[src/rtl/fir_tap_if.sv]
// Streaming port bundle for the fir_tap moving-sum filter.
// The master drives the qualified sample stream. The slave returns the window sum.
interface fir_tap_if #(
    parameter int tapSize = 4,
    parameter int width   = 16
);
    localparam int out_w = $clog2(tapSize) + width;

    logic             in_valid;
    logic [width-1:0] in;
    logic             out_valid;
    logic [out_w-1:0] out;

    modport master (output in_valid, output in, input  out_valid, input  out);
    modport slave  (input  in_valid, input  in, output out_valid, output out);
endinterface

[src/rtl/fir_tap.sv]
// Boxcar FIR: the sum of the last tapSize accepted samples, computed over a registered delay line.
// The adder tree is combinational. out_valid marks the point where the window has filled.
module fir_tap #(
    parameter int tapSize = 4,
    parameter int width   = 16
) (
    input  logic       clk,
    input  logic       reset,
    fir_tap_if.slave   bus
);
    localparam int out_w = $clog2(tapSize) + width;
    localparam int cnt_w = $clog2(tapSize + 1);
    localparam int lvls  = $clog2(tapSize);
    localparam logic [cnt_w-1:0] full_cnt = cnt_w'(tapSize);

    logic [width-1:0] in_temp [tapSize];
    logic [cnt_w-1:0] fill_cnt;
    logic [out_w-1:0] tree [lvls+1][tapSize];

    // NOTE: the delay line is a real register array and not a RAM. Clearing it on reset is what makes out read 0 during reset.
    // NOTE: all state here uses <=, so every tap samples its neighbour's pre-edge value and the line shifts by exactly one place.
    always_ff @(posedge clk or negedge reset) begin
        if (!reset) begin
            for (int k = 0; k < tapSize; k++) in_temp[k] <= '0;
            fill_cnt <= '0;
        end else if (bus.in_valid) begin
            in_temp[0] <= bus.in;
            for (int k = 1; k < tapSize; k++) in_temp[k] <= in_temp[k-1];
            if (fill_cnt != full_cnt) fill_cnt <= fill_cnt + cnt_w'(1);
        end
    end

    for (genvar i = 0; i < tapSize; i++) begin : g_leaf
        assign tree[0][i] = out_w'(in_temp[i]);
    end

    // Each level pairs up neighbouring operands. An odd operand at the end passes through unchanged. Unused slots are tied to 0.
    for (genvar l = 0; l < lvls; l++) begin : g_lvl
        localparam int n_cur = (tapSize + (1 << l) - 1) >> l;
        for (genvar i = 0; i < tapSize; i++) begin : g_node
            if (2*i + 1 < n_cur) begin : g_add
                assign tree[l+1][i] = tree[l][2*i] + tree[l][2*i+1];
            end else if (2*i < n_cur) begin : g_pass
                assign tree[l+1][i] = tree[l][2*i];
            end else begin : g_zero
                assign tree[l+1][i] = '0;
            end
        end
    end

    assign bus.out       = tree[lvls][0];
    assign bus.out_valid = (fill_cnt == full_cnt);
endmodule

[src/flat_wrapper.sv]
// flat-port wrapper written by rule: the top's interface ports become plain ports
module fir_tap_flat 
#(
    parameter int tapSize = 4,
    parameter int width   = 16
)
  (clk, reset, bus_in_valid, bus_in, bus_out_valid, bus_out);
  fir_tap_if #(.tapSize(tapSize), .width(width)) bus_i ();
  input  logic clk;
  input  logic reset;
  input wire logic [$bits(bus_i.in_valid)-1:0] bus_in_valid;
  input wire logic [$bits(bus_i.in)-1:0] bus_in;
  output wire logic [$bits(bus_i.out_valid)-1:0] bus_out_valid;
  output wire logic [$bits(bus_i.out)-1:0] bus_out;
  assign bus_i.in_valid = bus_in_valid;
  assign bus_i.in = bus_in;
  assign bus_out_valid = bus_i.out_valid;
  assign bus_out = bus_i.out;
  fir_tap #(.tapSize(tapSize), .width(width)) u_core (.clk(clk), .reset(reset), .bus(bus_i));
endmodule
[config.mk]
export PLATFORM = sky130hd
export DESIGN_NAME = fir_tap_flat
export DESIGN_NICKNAME = d
export VERILOG_FILES = /design/src/rtl/fir_tap_if.sv /design/src/rtl/fir_tap.sv /design/src/flat_wrapper.sv
export SDC_FILE = /design/constraint.sdc
export NUM_CORES = 1
export LEC_CHECK = 0
export ABC_AREA = 0
export CORE_UTILIZATION = 45
export DETAILED_ROUTE_END_ITERATION = 10
export GPL_TIMING_DRIVEN = 0
export SLEW_MARGIN = 0
export SYNTH_ARGS = -nofsm -noshare
export SYNTH_HDL_FRONTEND = slang
export SYNTH_SLANG_ARGS = --single-unit
[constraint.sdc]
create_clock -name clk -period 8.8 [get_ports clk]
set_input_delay 2.2 -clock clk [delete_from_list [all_inputs] [get_ports clk]]
set_output_delay 2.2 -clock clk [all_outputs]
set_load 0.01 [all_outputs]
==> impl_results.md <==
* Setup slack after layout at 1.89 ns
* Endpoints failing setup at 0
* Vias in the first global route at 4,087
* Hold crit path type: reg2reg
* Number of synthesized flops with an enable pin at 0
* Fin crit period at 6.91 ns
* First-pass GRT wire length at 19.6 mm
* Outcome: completed
* Routed wire length per instance at 15.9 um
* Die Height at 110 um
* Post-Route Setup TNS at 0 ns
* # IOs at 38
* Clk slew on worst S/H paths at 0.05 ns
* Max_slew headroom at 44.9%
* Root Buffer: clkbuf_16
* Share of layout cells above drive strength 1 at 15.7%
* Dpl hpwl at 9.04 mm
* Aggregate global-route resource usage at 21.1%
* CP Capture Type: primary output
* Fin nets at 662
* Initial Util at 46.1%
* Peak VDD IR at 0.000452 V
* Vias at 4,255
* Total Routed Length at 11.7 mm
* Worst Path Required at 6.60 ns
* GR peak layer: met2
* Final worst-path cycle share at 78.5%
* GRT overflow at 0
* Unrepaired setup endpoints after global routing: no
* Crit path max fanout at 10
* Power Density at 468 mW/mm2
* Synth Register Bits at 67
* Ranking of synthesized cells by area: dfrtp_1 32%, mux2_2 13%, ha_1 12%
* Row count at 39
* Max cap viols at 0
* Fin cells at 737
* Final slew viol count at 0
* TritonRoute pass-1 iters at 4
* PostCTS Resize Cnt at 0
* Initial DRC Count at 212
* Routability cong. at 0.872
* Residual DRC at 0
* Worst slack at placement at 2.27 ns
* Post-Syn Nets at 615
* Core outline area at 0.0114 mm2
* Top-area cell type share of the netlist area at 31.8%
* Cell taking the most area after synthesis: dfrtp_1
* CP arrival at 4.71 ns
* Yosys cell types at 66
* Hold Buf Count CTS at 0
* Synth Warn # at 0
* Clk sinks at 67
* Ys async rst share at 100%
* Met3 GRT Util at 2.94%
* Full die area at 0.0121 mm2
* Largest net degree at the start of global routing at 68
* Mean post-synth cell area at 9.72 um2
* # H-tree levels at 3
* Final ANT Viol Nets at 0
* Die width at 110 um
* Placed cells at 721
* Worst Skew at 0.00387 ns
* GR met1 Demand/Resource at 28.9%
* CTS Buffer Depth at 2
* Worst-skew pair later-pin latency at 0.33 ns
* Number of port buffers at 36
* Critical Setup Path Class: reg2out
* Slew @ Worst Pin at 0.827 ns
* Synthesized instance count at 542
* Max Clock Freq at 145 MHz
* Ant. Diodes at 0
* Pleak at 0.00263 uW
* Synthesized area at 0.00527 mm2
* Antenna violations before repair at 0
* Type of origin of the critical path: flop
* Final hold vios at 0
* Via-per-instance ratio at 5.77
* Area Growth Syn to Fin at 16.8%
* Clock tree from TritonCTS: done
* Post-CTS Setup Bufs at 0
* Seq/Total Area, Yosys at 31.8%
* Met2 GRT Util at 33.8%
* Most used DFF post-synth: dfrtp_1
* Num CTS Buffers at 9
## synth_stat cells (14+ instances only)
| cell type | n |
|---|---|
| inv_1 | 22 |
| a21o_1 | 14 |
| xnor2_1 | 24 |
| clkbuf_1 | 18 |
| dfrtp_1 | 67 |
| o21ai_0 | 18 |
| a21oi_1 | 35 |
| nand2_1 | 32 |
| nor2_1 | 31 |
| ha_1 | 51 |
| mux2_2 | 60 |
## flip-flops by register name, indices dropped and copies added, names as in the netlist
signal,count
u_core.fill_cnt,3
u_core.in_temp,64
## placed cells by master, fill, tap and decap left out, types with 5 or more instances in the layout
master           Yosys  final
dfrtp_1             67     67
mux2_2              60     60
ha_1                51     51
a21oi_1             35     35
clkdlybuf4s50_1      0     35
nand2_1             32     32
nor2_1              31     31
xnor2_1             24     24
inv_1               22     22
clkbuf_1            18     18
o21ai_0             18     18
a21o_1              14     14
o21a_1              12     12
nand3_1             12     12
o211ai_1            10     10
clkbuf_16            0      9
nand2b_1             8      8
nor3_1               8      8
xor2_1               8      8
o21ai_1              7      7
nor2b_1              7      7
a211oi_1             7      7
a31oi_1              6      6
a211o_1              5      5
## per-layer routing
metal,vias to the layer above,routed length (um)
met3,19,413
met2,80,5320
li1,2125,-
met1,2031,5710
met5,-,0
met4,0,243
## layout make-up
class	instances	area, um2
plain buffers	22	105
clock buffers	13	280
clock inverters	3	67.6
fillers	1081	5270
inverters	22	82.6
multi-input cells	431	3400
flip-flops and latches	67	1680
well taps	143	179
repair buffers	36	358
## worst paths after layout
path / startpoint / end / slack [ns] / cells past startpoint
setup / recovery: u_core.in_temp[16]$_DFFE_PN0P_ / bus_out[13] / 1.89 / 14
min in group asynchronous: reset / u_core.in_temp[31]$_DFFE_PN0P_ / 1.96 / 1
max in group asynchronous: reset / u_core.in_temp[39]$_DFFE_PN0P_ / 6.29 / 1
setup reg to reg: u_core.fill_cnt[0]$_DFFE_PN0P_ / u_core.fill_cnt[1]$_DFFE_PN0P_ / 7.57 / 5
hold / removal: u_core.in_temp[15]$_DFFE_PN0P_ / u_core.in_temp[15]$_DFFE_PN0P_ / 0.51 / 1
hold reg to reg: u_core.in_temp[15]$_DFFE_PN0P_ / u_core.in_temp[15]$_DFFE_PN0P_ / 0.51 / 1
## cells by family after synthesis
kind of cell	Yosys count	share of synthesized area (%)
compound gates	152	19.9
buf+inv	44	3.56
simple gates	130	12.6
fa+ha+maj	54	13.3
xor+xnor	32	5.32
flops	67	31.8
mux	63	13.5
## worst max-delay path, stage by stage (launching register included)
cell             delay (ns)
dfrtp_1                0.37
ha_1                   0.24
inv_1                  0.07
fa_1                   0.40
nor2b_1                0.20
o31ai_1                0.14
a211oi_1               0.44
nor4_1                 0.09
a311o_1                0.36
ha_1                   0.29
clkbuf_1               0.36
nand3_1                0.18
o41ai_2                0.49
xor2_1                 0.18
clkdlybuf4s50_1        0.55
## metrics by stage
| step | util (%) | cell area, um2 | hold WS (ns) | total power [uW] |
|---|---|---|---|---|
| floorplan | - | 5270 | 0.475 | 1770 |
| global placement | 50.9 | 5810 | 0.490 | 2430 |
| detailed placement | 50.8 | 5810 | 0.501 | 2470 |
| CTS | 53.9 | 6150 | 0.513 | 2890 |
| global route | 53.9 | 6150 | 0.522 | 3140 |
| finish | 53.9 | 6150 | 0.509 | 2880 |
## where the power goes
group	switching (uW)	internal (uW)	total, uW
clock network	125	279	404
logic	1060	1010	2070
registers	41.1	366	407
(Power assumes the default switching activity.)
